===== src/rtl/fib_share_arb_pkg.sv =====
// Shared definitions for the two-requester Fibonacci-unit sequencer.
package fib_share_arb_pkg;

  localparam int unsigned W_I_DEF = 5;
  localparam int unsigned W_F_DEF = 20;

  typedef enum logic [1:0] {
    s_idle  = 2'b00,
    s_start = 2'b01,
    s_wait  = 2'b10
  } state_t;

endpackage


===== src/rtl/fib_share_arb_if.sv =====
// Requester and shared-unit signals of fib_share_arb.
interface fib_share_arb_if
  import fib_share_arb_pkg::*;
#(
  parameter int unsigned W_I = W_I_DEF,
  parameter int unsigned W_F = W_F_DEF
);

  logic           req0;
  logic [W_I-1:0] i0;
  logic           req1;
  logic [W_I-1:0] i1;
  logic           ack0;
  logic           ack1;
  logic           done0;
  logic           done1;
  logic [W_F-1:0] f0;
  logic [W_F-1:0] f1;
  logic           busy;
  logic           fib_start;
  logic [W_I-1:0] fib_i;
  logic           fib_done_tick;
  logic [W_F-1:0] fib_f;

  // Arbiter side
  modport slave (
    input  req0, i0, req1, i1, fib_done_tick, fib_f,
    output ack0, ack1, done0, done1, f0, f1, busy, fib_start, fib_i
  );

  // Requesters plus shared unit side
  modport master (
    output req0, i0, req1, i1, fib_done_tick, fib_f,
    input  ack0, ack1, done0, done1, f0, f1, busy, fib_start, fib_i
  );

endinterface


===== src/rtl/fib_share_arb_rr_arb2.sv =====
// Combinational two-way round-robin grant; prio names the winner on a tie.
module rr_arb2 (
  input  logic [1:0] req,
  input  logic       prio,
  output logic [1:0] gnt,
  output logic       any
);

  assign gnt[0] = req[0] & (~req[1] | ~prio);
  assign gnt[1] = req[1] & (~req[0] |  prio);
  assign any    = |req;

endmodule


===== src/rtl/fib_share_arb.sv =====
// Round-robin sequencer sharing one Fibonacci unit between two requesters.
module fib_share_arb
  import fib_share_arb_pkg::*;
#(
  parameter int unsigned W_I = W_I_DEF,
  parameter int unsigned W_F = W_F_DEF
) (
  input  logic            clk,
  input  logic            reset,
  fib_share_arb_if.slave  bus
);

  state_t         state_reg, state_next;
  logic           owner_reg, owner_next;
  logic           prio_reg,  prio_next;
  logic [W_I-1:0] i_reg,     i_next;
  logic [W_F-1:0] f0_reg,    f0_next;
  logic [W_F-1:0] f1_reg,    f1_next;
  logic           ack0_reg,  ack0_next;
  logic           ack1_reg,  ack1_next;
  logic           done0_reg, done0_next;
  logic           done1_reg, done1_next;

  logic [1:0]     gnt;
  logic           any;

  rr_arb2 u_arb (
    .req  ({bus.req1, bus.req0}),
    .prio (prio_reg),
    .gnt  (gnt),
    .any  (any)
  );

  // State and result registers
  always_ff @(posedge clk or posedge reset) begin
    if (reset) begin
      state_reg <= s_idle;
      owner_reg <= 1'b0;
      prio_reg  <= 1'b0;
      i_reg     <= '0;
      f0_reg    <= '0;
      f1_reg    <= '0;
      ack0_reg  <= 1'b0;
      ack1_reg  <= 1'b0;
      done0_reg <= 1'b0;
      done1_reg <= 1'b0;
    end else begin
      state_reg <= state_next;
      owner_reg <= owner_next;
      prio_reg  <= prio_next;
      i_reg     <= i_next;
      f0_reg    <= f0_next;
      f1_reg    <= f1_next;
      ack0_reg  <= ack0_next;
      ack1_reg  <= ack1_next;
      done0_reg <= done0_next;
      done1_reg <= done1_next;
    end
  end

  // Next-state and register updates; pulses default low
  always_comb begin
    state_next = state_reg;
    owner_next = owner_reg;
    prio_next  = prio_reg;
    i_next     = i_reg;
    f0_next    = f0_reg;
    f1_next    = f1_reg;
    ack0_next  = 1'b0;
    ack1_next  = 1'b0;
    done0_next = 1'b0;
    done1_next = 1'b0;

    case (state_reg)
      s_idle: begin
        if (any) begin
          owner_next = gnt[1];
          i_next     = gnt[1] ? bus.i1 : bus.i0;
          ack0_next  = gnt[0];
          ack1_next  = gnt[1];
          state_next = s_start;
        end
      end
      s_start: begin
        state_next = s_wait;
      end
      s_wait: begin
        // Priority flips only on completion so a grant never moves it
        if (bus.fib_done_tick) begin
          if (owner_reg) begin
            f1_next    = bus.fib_f;
            done1_next = 1'b1;
          end else begin
            f0_next    = bus.fib_f;
            done0_next = 1'b1;
          end
          prio_next  = ~owner_reg;
          state_next = s_idle;
        end
      end
      default: begin
        state_next = s_idle;
      end
    endcase
  end

  assign bus.ack0      = ack0_reg;
  assign bus.ack1      = ack1_reg;
  assign bus.done0     = done0_reg;
  assign bus.done1     = done1_reg;
  assign bus.f0        = f0_reg;
  assign bus.f1        = f1_reg;
  assign bus.busy      = (state_reg != s_idle);
  assign bus.fib_start = (state_reg == s_start);
  assign bus.fib_i     = i_reg;

endmodule


===== src/flat_wrapper.sv =====
// flat-port wrapper written by rule: the top's interface ports become plain ports
module fib_share_arb_flat import fib_share_arb_pkg::*;
#(
  parameter int unsigned W_I = W_I_DEF,
  parameter int unsigned W_F = W_F_DEF
)
  (clk, reset, bus_req0, bus_i0, bus_req1, bus_i1, bus_fib_done_tick, bus_fib_f, bus_ack0, bus_ack1, bus_done0, bus_done1, bus_f0, bus_f1, bus_busy, bus_fib_start, bus_fib_i);
  fib_share_arb_if #(.W_I(W_I), .W_F(W_F)) bus_i ();
  input  logic clk;
  input  logic reset;
  input wire logic [$bits(bus_i.req0)-1:0] bus_req0;
  input wire logic [$bits(bus_i.i0)-1:0] bus_i0;
  input wire logic [$bits(bus_i.req1)-1:0] bus_req1;
  input wire logic [$bits(bus_i.i1)-1:0] bus_i1;
  input wire logic [$bits(bus_i.fib_done_tick)-1:0] bus_fib_done_tick;
  input wire logic [$bits(bus_i.fib_f)-1:0] bus_fib_f;
  output wire logic [$bits(bus_i.ack0)-1:0] bus_ack0;
  output wire logic [$bits(bus_i.ack1)-1:0] bus_ack1;
  output wire logic [$bits(bus_i.done0)-1:0] bus_done0;
  output wire logic [$bits(bus_i.done1)-1:0] bus_done1;
  output wire logic [$bits(bus_i.f0)-1:0] bus_f0;
  output wire logic [$bits(bus_i.f1)-1:0] bus_f1;
  output wire logic [$bits(bus_i.busy)-1:0] bus_busy;
  output wire logic [$bits(bus_i.fib_start)-1:0] bus_fib_start;
  output wire logic [$bits(bus_i.fib_i)-1:0] bus_fib_i;
  assign bus_i.req0 = bus_req0;
  assign bus_i.i0 = bus_i0;
  assign bus_i.req1 = bus_req1;
  assign bus_i.i1 = bus_i1;
  assign bus_i.fib_done_tick = bus_fib_done_tick;
  assign bus_i.fib_f = bus_fib_f;
  assign bus_ack0 = bus_i.ack0;
  assign bus_ack1 = bus_i.ack1;
  assign bus_done0 = bus_i.done0;
  assign bus_done1 = bus_i.done1;
  assign bus_f0 = bus_i.f0;
  assign bus_f1 = bus_i.f1;
  assign bus_busy = bus_i.busy;
  assign bus_fib_start = bus_i.fib_start;
  assign bus_fib_i = bus_i.fib_i;
  fib_share_arb #(.W_I(W_I), .W_F(W_F)) u_core (.clk(clk), .reset(reset), .bus(bus_i));
endmodule

===== config.mk =====
export PLATFORM = sky130hd
export DESIGN_NAME = fib_share_arb_flat
export DESIGN_NICKNAME = d
export VERILOG_FILES = /design/src/rtl/fib_share_arb_pkg.sv /design/src/rtl/fib_share_arb_if.sv /design/src/rtl/fib_share_arb_rr_arb2.sv /design/src/rtl/fib_share_arb.sv /design/src/flat_wrapper.sv
export SDC_FILE = /design/constraint.sdc
export NUM_CORES = 1
export LEC_CHECK = 0
export BUFFER_PORTS_ARGS = -buffer_cell sky130_fd_sc_hd__buf_2
export CORE_MARGIN = 1
export CORE_UTILIZATION = 51
export CTS_CLUSTER_DIAMETER = 30
export DETAILED_ROUTE_END_ITERATION = 8
export GPL_TIMING_DRIVEN = 0
export PLACE_DENSITY = 0.84
export SLEW_MARGIN = 20
export SYNTH_ARGS = -nofsm -noshare
export SYNTH_HDL_FRONTEND = slang
export SYNTH_SLANG_ARGS = --single-unit

===== constraint.sdc =====
create_clock -name clk -period 2.7 [get_ports clk]
set_input_delay 0.135 -clock clk [delete_from_list [all_inputs] [get_ports clk]]
set_output_delay 0.135 -clock clk [all_outputs]
set_load 0.01 [all_outputs]

After elaboration in Yosys (flattened, before gate mapping):

Index checks and enable logic that the tools add are counted.

* logic and storage cells: 44
* input port bits: 35
* bits in registers: 53
* output and inout port bits: 51

* reduce and logical (&&, ||, !) cells: 8
* bitwise logic cells: 8
* mux-type cells: 14
* equality and inequality tests: 4

Operators by type and width (number)
* 1-bit 2-to-1 mux: 10
* 2-bit one-hot mux with 3 select lines: 1
* 2-bit AND reduction: 3
* 3-bit AND reduction: 2
* 5-bit 2-to-1 mux: 1
* 2-bit 2-to-1 mux: 2
* 1-bit inverter: 4
* 1-bit AND: 2
* 2-bit by 1-bit == test with 1-bit output (second input constant): 1
* 2-bit == test (second input constant): 1
* 2-bit zero test: 1
* 2-bit by 1-bit != test with 1-bit output (second input constant): 1
* 2-bit != test (second input constant): 1
* 1-bit OR: 2
* 2-bit nonzero test: 1
* 2-bit OR reduction: 1

Depth between registers and ports, before layout:

Gate-level depths: netlist of the first run.

* word-level depth: 5
* depth in mapped cells: 6
* gate-level depth less buffers: 3

Modules after synthesis:

A second synthesis of the first run with hierarchy kept.

* cells, all modules: 126
* area, all modules: 2188.3 µm²

By module, submodules not included
* fib_share_arb: area each 2163.3 µm², cells an instance 122, times used 1
* rr_arb2: area each 25.0 µm², cells an instance 4, times used 1

Worst setup path before layout of the first run:

No wires, ideal clock.

* kind: register to register
* start point: register u_core.state_reg[0]
* end point: register u_core.f1_reg[10] (netlist: u_core.bus.f1[10])
* setup time: 125 ps
* clock period less this slack: 1346 ps
* cell stages (with the launch flop): 5
* required time: 2575 ps
* arrival: 1221 ps
* setup slack: 1354 ps
* cell sequence: dfrtp_1 nand3b_4 or2_4 buf_6 mux2_4

* word-level cells in the longest chain between the ends: 2

Ends and longest elaborated chain
* start: declaration: line fib_share_arb.sv:13 `state_t state_reg, state_next;`
* start signal: assignment: line fib_share_arb.sv:37 `state_reg <= s_idle;`
* start signal: assignment: line fib_share_arb.sv:48 `state_reg <= state_next;`
* 2-bit == test: line fib_share_arb.sv:74 `case (state_reg)`
* 3-bit AND reduction (no line)
* end signal: assignment: line fib_share_arb.sv:53 `f1_reg <= f1_next;`
* end: declaration: line fib_share_arb.sv:18 `logic [W_F-1:0] f1_reg, f1_next;`

Every way passes these cells.
A chain may end at the register's enable or synchronous reset.

Worst setup path after layout of the first run:

* start point: register u_core.state_reg[1]
* end point: output bus_busy

* word-level cells in the longest chain between the ends: 1

Ends and longest elaborated chain
* 2-bit nonzero test: line fib_share_arb.sv:113 `assign bus.busy = (state_reg != s_idle);`
* end: declaration: line flat_wrapper.sv:23 `output wire logic [$bits(bus_i.busy)-1:0] bus_busy;`

Every way passes these cells.

==> flow_summary.ini, run 1 <==
[synthesis]
synthTopCellsByCount = 53 x dfrtp_1, 20 x mux2_2, 19 x mux2_4
synth_top_area_share_pct = 61.8
yosysWarnings = 0
synth_fp_nets = 176
synth.distinct_cells = 27
ys_seq_area_share_pct = 61.8
synth_edf_count = 0
synth_area_leaders = dfrtp_1 62%, mux2_4 13%, mux2_2 10%
synth_seq_cells = 53
yosys.area.top_type = dfrtp_1
synthArstFlopShare_pct = 100
synth_cells = 141
syn_avg_cell_area_um2 = 15.2
syn_area_um2 = 2150
synth.most_common_cell = dfrtp_1
synth_ff_type = dfrtp_1

[worst_setup_path]
path_class = flop to output port
r2r_slack_ps = 1230
setup.worst_path.end = bus_busy
crit_path_start_kind = flop
r2r-start = u_core.state_reg[0]
crit_required_ps = 2570
arrival_ps = 1440
worstSetupEndpointType = output port
r2r_end = u_core.bus.f0[6]
reg2reg_depth = 4
path_max_fanout = 9
crit_start = u_core.state_reg[1]

[floorplan]
design.core.area_um2 = 4030
fp.dieH_um = 66.9
die_w_um = 66.9
io_pins = 86
num_rows = 23
dieArea_um2 = 4470
initial_core_util_pct = 53.3

[layout]
nets = 269
area_growth_pct = 29.9
drive_above_1_share_pct = 60.9
final_cells = 285
antenna_cells = 0

[power_and_ir_drop]
internal_power_mw = 2.20
p_sw_share_pct = 32.4
ir_drop_mv = 0.643
power_density_nw_per_um2 = 1170
power_frac_comb_pct = 40.4
totalPowerFinal_mw = 3.25
netSwitchingPower_mw = 1.05
p_leak_nw = 1.48
clock_power_share_pct = 17.2
seqPwrFrac_pct = 42.4

[clock_network]
clock_path_buffers = 2
cts_sinks = 53
insertion_delay_ps = 310
htreeDepth = 2
cts_tree = built
clkTransAtPathRegs_ps = 90
cts-buffers-inserted = 5
post_cts_buffers = 0
clockRootBuffer = clkbuf_8

[timing]
skew_ps = 4.98
post-route-min-period_ps = 1570
max_freq_ghz = 0.635
holdWs_ps = 64.3
setup_viol = 0
setup_ws_ps = 1130
finalHoldViolCount = 0
worstMarginPinSlew_ps = 640
drv_slew = 0
rsz0062_at_grt = no
timing.slew.headroom_pct = 57.3
tns_ps = 0
period_share_pct = 58.3

[global_routing]
grt_pass1_vias = 1416
antenna_found_initial = 0
grt.overflow.total = 0
grt_max_degree = 30
grtUsageTotal_pct = 20.6
grt_first_pass_wirelength_um = 6600

[route]
firstDrtPassIters = 4
viasPerCell = 5.09
final_antenna_net_count = 0
num_vias = 1452
drt_iter0_markers = 71
drcViolationCount = 0
route.detailed.wl_per_inst_um = 14.7
routed_wl_um = 4200

[hold_path]
hold_depth = 2
hold_path.class = input port to flop

[outcome]
status = completed

[job]
max-cap-violations = 0

[placement]
portBuffers = 84
gp_congestion = 0.747
dpl.hpwl_um = 3110
place_inst = 276
dpl_worst_slack_ps = 1250
-- placed cells by master (no fill, tap or decap), drive strengths merged, types with 3 or more instances in the layout --
cell / synthesis / final
a21oi: 5 / 5
a31oi: 5 / 5
buf: 6 / 91
clkbuf: 1 / 7
dfrtp: 53 / 53
inv: 5 / 5
mux2: 40 / 40
nand3: 5 / 5
o21ai: 5 / 5
or2: 3 / 3
-- power by group through the flow --
stage | logic [mW] | clock network (mW) | registers, mW
after global routing | 1.44 | 0.601 | 1.42
final | 1.31 | 0.558 | 1.38
after global placement | 1.28 | 0 | 1.37
after CTS | 1.33 | 0.564 | 1.38
after floorplan | 0.635 | 0 | 1.55
after detailed placement | 1.33 | 0 | 1.38
-- timing repair --
action / in CTS / in global routing
hold buffers: 1 / 0
hold endpoints to repair: 28 / 0
gates resized for setup: 0 / 0
-- critical path: stages, from the launching register on --
cell	delay, ps
dfrtp_1	440
nor2_1	430
inv_1	100
buf_2	160
-- cells by family (layout without fill, tap and decap cells) --
group | Yosys count | after routing | synth area share [%]
AOI/OAI and AO/OA | 17 | 17 | 4.49
DFF | 53 | 53 | 61.8
muxes | 40 | 40 | 24.3
and+or+nand+nor | 19 | 19 | 5.83
buffers and inverters | 12 | 106 | 3.56
-- routing by layer --
layer	routed length, µm	vias to the layer above	GRT usage, %
li1	-	674	-
met1	1830	717	24.5
met2	2020	58	35.7
met3	311	3	6.51
met4	39	0	5.05
met5	0	-	0
-- through the flow --
stage	area, µm²	util (%)
3_5_place_dp	2660	65.9
3_3_place_gp	2630	65.2
2_1_floorplan	2150	-
6_report	2790	69.2
4_1_cts	2790	69.2
5_1_grt	2790	69.2
-- final cells by class --
type | count | area (µm²)
buffer | 7 | 57.6
clock buffer | 6 | 82.6
clock inverter | 2 | 37.5
fill | 286 | 1240
inverter | 5 | 18.8
multi-input combinational | 76 | 743
sequential | 53 | 1330
tap | 50 | 62.6
timing repair buffer | 86 | 458
-- worst min-delay path by stage --
stage / startpoint / endpoint / slack [ps]
finish: bus_fib_f[18] / u_core.bus.f0[18] / 60
CTS: bus_fib_f[18] / u_core.bus.f0[18] / 60
global route: bus_fib_f[15] / u_core.bus.f1[15] / 60
global placement: bus_fib_f[18] / u_core.bus.f0[18] / 370
detailed placement: reset / u_core.bus.f1[9] / 270
floorplan: bus_fib_f[18] / u_core.bus.f0[18] / 270
Power figures use the tool's default switching activity.
==> inputs of run 2 (changes only) <==
Settings changed: CORE_UTILIZATION 51 to 48, PLACE_DENSITY 0.84 to 0.79.
Clock period 2.7 ns to 1.5 ns, I/O delays scaled along.
==> run 2 against run 1 <==
  * Sequential share of layout area up 0.32 points
  * Clock skew about the same
  * Critical path type is now flop to flop
  * Combinational power up 81%
  * Clock-buffer cell count down 1
  * Largest power group unchanged
  * Utilization down 2.4 points
  * Critical path depth up 1
  * Register-to-register slack worse by 1200 ps
  * Cell area down 0.67%
  * Clock power up 29%
  * Via count down 1.6%
==> flow_summary.ini, run 2 (same netlist as run 1, synthesis figures left out) <==
[layout]
multi_input_area_um2 = 751
drive_above_1_share_pct = 60.4
nets = 271
final_common_cell = buf_2
final_util_pct = 66.8
final_cell_mix = 85 x buf_2, 53 x dfrtp_1, 20 x mux2_2
final_cells = 285
final_area_um2 = 2770
antenna_cells = 0
seqCellArea_um2 = 1330
n_fill_cell = 322
area_growth_pct = 29.0

[clock_network]
cts-buffers-inserted = 5
insertion_delay_ps = 300
clkTransAtPathRegs_ps = 80
clockRootBuffer = clkbuf_8
clock_path_buffers = 2
cts_tree = built
htreeDepth = 2
cts_sinks = 53

[route]
route.detailed.wl_per_inst_um = 14.6
num_vias = 1429
final_antenna_net_count = 0
routed_wl_um = 4150
drt_iter0_markers = 82
drcViolationCount = 0
viasPerCell = 5.01
firstDrtPassIters = 4

[timing]
rsz0062_at_grt = yes
post-route-min-period_ps = 1470
setup_viol = 0
worstMarginPinSlew_ps = 587
finalHoldViolCount = 0
period_share_pct = 97.9
drv_slew = 0
setup_ws_ps = 30.9
holdWs_ps = 9.14
tns_ps = 0
max_freq_ghz = 0.681
timing.slew.headroom_pct = 60.8
skew_ps = 5.46

[global_routing]
grt_first_pass_wirelength_um = 6240
grt_max_degree = 28
grt.overflow.total = 0
antenna_found_initial = 0
grt_pass1_vias = 1341
grtUsageTotal_pct = 18.5

[power_and_ir_drop]
p_leak_nw = 1.47
power_density_nw_per_um2 = 2010
totalPowerFinal_mw = 5.57
ir_drop_mv = 0.917

[worst_setup_path]
crit_required_ps = 1680
crit_path_start_kind = flop
reg2reg_depth = 4
worstSetupEndpointType = flop
arrival_ps = 1650
r2r_slack_ps = 30
r2r_end = u_core.bus.f1[8]
path_class = flop to flop
path_max_fanout = 10
r2r-start = u_core.state_reg[0]

[floorplan]
fp.dieH_um = 68.9
design.core.area_um2 = 4140
initial_core_util_pct = 51.8
dieArea_um2 = 4740
io_pins = 86
num_rows = 23
die_w_um = 68.9

[outcome]
status = completed

[placement]
dpl_worst_slack_ps = 40.5
portBuffers = 84
gp_congestion = 0.747
placed_area_um2 = 2650
place_inst = 276
dpl.hpwl_um = 3110

[hold_path]
hold_path.class = input port to flop
min-delay-start = bus_fib_f[18]
hold_depth = 2
worstHoldEndpoint = u_core.bus.f0[18]

[job]
max-cap-violations = 0
## run 2: cell type report
class / instances / share of cell area (%)
Tap cell: 50 / 2.26
Clock inverter: 1 / 0.181
Multi-Input combinational cell: 76 / 27.1
Timing Repair Buffer: 88 / 17.0
Inverter: 5 / 0.678
Sequential cell: 53 / 47.9
Clock buffer: 5 / 2.49
Buffer: 7 / 2.35
## run 2: timing repair
item | 4_1_cts | 5_1_grt
hold endpoints to repair | 26 | 2
setup buffers | 0 | 0
hold buffers | 1 | 2
gates resized for setup | 0 | 4
endpoints found under the setup margin | 0 | 21
## run 2: how the worst max path moves through the flow
| stage | start | endpoint | slack (ps) |
|---|---|---|---|
| after floorplan | reset | u_core.bus.ack0 | 140 |
| after global routing | u_core.state_reg[0] | u_core.bus.f1[8] | -10 |
| after CTS | u_core.state_reg[0] | u_core.bus.f0[15] | 30 |
| after detailed placement | u_core.state_reg[0] | u_core.bus.f0[15] | 40 |
| after global placement | reset | u_core.bus.fib_i[0] | -490 |
| final | u_core.state_reg[0] | u_core.bus.f1[8] | 30 |
## run 2: routing by layer
metal | track usage [%] | part of all wire, % | vias to the layer above
met5 | 0 | 0 | -
met4 | 4.59 | 0.70 | 0
met3 | 6.41 | 7.4 | 3
met2 | 30.6 | 49 | 59
met1 | 23.0 | 43 | 687
li1 | - | - | 680
## run 2: worst max-delay path, stage by stage (launching register included)
cell	delay (ps)
dfrtp_1	420
nand3b_4	190
or2_4	270
buf_6	160
mux2_4	300
## run 2: power by group
group          internal, mW  switching (mW)
Sequential             2.11           0.372
Clock                 0.308           0.413
Combinational          1.31            1.06
Total                  3.73            1.84
==> inputs of run 3 (changes only) <==
Settings changed: CORE_ASPECT_RATIO set to 0.5, CTS_CLUSTER_SIZE set to 25.
==> run 3 against run 2 <==
  * Clock power up 8.6%
  * Sequential cell count is the same
  * Global-route usage rose by 1.3 points
  * Utilization up 2.7 points
  * Via count rose by 4.9%
  * Combinational power about the same
  * Register-to-register slack about the same
  * Power up 1.6%
  * Clock skew is 0.56 ps lower
  * Largest cell class unchanged
  * Largest power group unchanged
==> flow_summary.ini, run 3 (same netlist as run 1, synthesis figures left out) <==
[worst_setup_path]
crit_required_ps = 1690
worstSetupEndpointType = flop
path_buf_inv = 1
r2r_slack_ps = 20
r2r-start = u_core.state_reg[0]
arrival_ps = 1670
critical-path-top-delay-family = simple AND/OR/NAND/NOR gates
crit_path_start_kind = flop
r2r_end = u_core.bus.f1[16]
path_max_fanout = 10
cp_cell_sequence = nand3b_4 -> or2_4 -> buf_6 -> mux2_4
reg2reg_depth = 4
critPathMaxStageDelay_ps = 420
path_class = flop to flop
slowest_stage = dfrtp_1

[clock_network]
cts-buffers-inserted = 5
post_cts_buffers = 0
insertion_delay_ps = 300
cts_tree = built
htreeDepth = 2
cts_sinks = 53
clock_path_buffers = 2
clockRootBuffer = clkbuf_8
clkTransAtPathRegs_ps = 100

[global_routing]
antenna_found_initial = 0
grt_pass1_vias = 1493
grt_max_degree = 29
grtUsageTotal_pct = 19.8
grt_first_pass_wirelength_um = 6960
grt.overflow.total = 0

[layout]
nets = 276
drive_above_1_share_pct = 59.5
final_cells = 296
multi_input_area_um2 = 751
antenna_cells = 0
n_fill_cell = 318
final_cell_mix = 85 x buf_2, 53 x dfrtp_1, 20 x mux2_2
area_growth_pct = 32.3
final_common_cell = buf_2
seqCellArea_um2 = 1330
final_util_pct = 69.5

[floorplan]
io_pins = 86
num_rows = 16
dieArea_um2 = 4760
initial_core_util_pct = 52.5
fp.dieH_um = 49.3
design.core.area_um2 = 4080
die_w_um = 96.6

[hold_path]
worstHoldEndpoint = u_core.bus.f1[17]
min-delay-start = bus_fib_f[17]
hold_depth = 2
hold_path.class = input port to flop

[power_and_ir_drop]
p_leak_nw = 1.50
power_density_nw_per_um2 = 2000
ir_drop_mv = 1.06
totalPowerFinal_mw = 5.66

[route]
viasPerCell = 5.06
drt_iter0_markers = 17
firstDrtPassIters = 4
routed_wl_um = 4470
route.detailed.wl_per_inst_um = 15.1
drcViolationCount = 0
final_antenna_net_count = 0
num_vias = 1499

[placement]
portBuffers = 84
place_inst = 280
gp_congestion = 0.823
dpl.hpwl_um = 3180

[timing]
tns_ps = 0
finalHoldViolCount = 0
max_freq_ghz = 0.676
drv_slew = 0
post-route-min-period_ps = 1480
timing.slew.headroom_pct = 62.3
setup_viol = 0
worstMarginPinSlew_ps = 564
period_share_pct = 98.6
skew_ps = 4.90

[outcome]
status = completed

[job]
max-cap-violations = 0
==> run 3: worst register-to-register path: cells and delay by family, from the launching register on <==
kind,cells,cell delay (ps)
muxes,1,310
buffers and inverters,1,170
DFF,1,420
and+or+nand+nor,2,470
==> run 3: worst max-delay path by stage <==
| stage | slack [ps] | to | depth (start not counted) | start |
|---|---|---|---|---|
| final | 20 | u_core.bus.f1[16] | 4 | u_core.state_reg[0] |
| after CTS | -6 | u_core.bus.f0[3] | 4 | u_core.state_reg[0] |
| after floorplan | 140 | u_core.bus.ack0 | 1 | reset |
| after global routing | -20 | u_core.bus.f1[7] | 4 | u_core.state_reg[0] |
| after detailed placement | 20 | u_core.bus.f0[15] | 4 | u_core.state_reg[0] |
| after global placement | -420 | u_core.bus.done1 | 2 | reset |
==> run 3: where the power goes <==
group | switching, mW | leakage (nW) | total [mW] | internal, mW
sequential | 0.373 | 0.643 | 2.48 | 2.11
clock | 0.459 | 0.0439 | 0.782 | 0.323
combinational | 1.07 | 0.809 | 2.40 | 1.32
==> run 3: final cells by class <==
class / count / area share, %
buffer: 7 / 2.42
clock buffer: 5 / 2.42
clock inverter: 3 / 0.617
inverter: 5 / 0.661
multi-input combinational: 76 / 26.4
sequential: 53 / 46.7
tap: 54 / 2.38
timing repair buffer: 93 / 18.3
==> run 3: routing by layer <==
metal  track usage, %  share of wire, %
met1             22.6                42
met2             35.9                53
met3             4.83               4.0
met4             6.62              0.47
met5                0                 0
==> run 3: repair_timing <==
item	CTS	global route
hold endpoints to repair	26	7
gates resized for setup	1	4
hold buffers	2	6
endpoints found under the setup margin	1	18
==> run 3: per-stage QoR <==
step                hold slack [ps]  setup slack [ps]  instance area, µm²
floorplan                       210               139                2150
global placement                308              -424                2630
detailed placement              163              18.0                2650
CTS                           0.639             -5.73                2760
global route                   3.44             -16.0                2840
finish                         13.6              21.1                2840
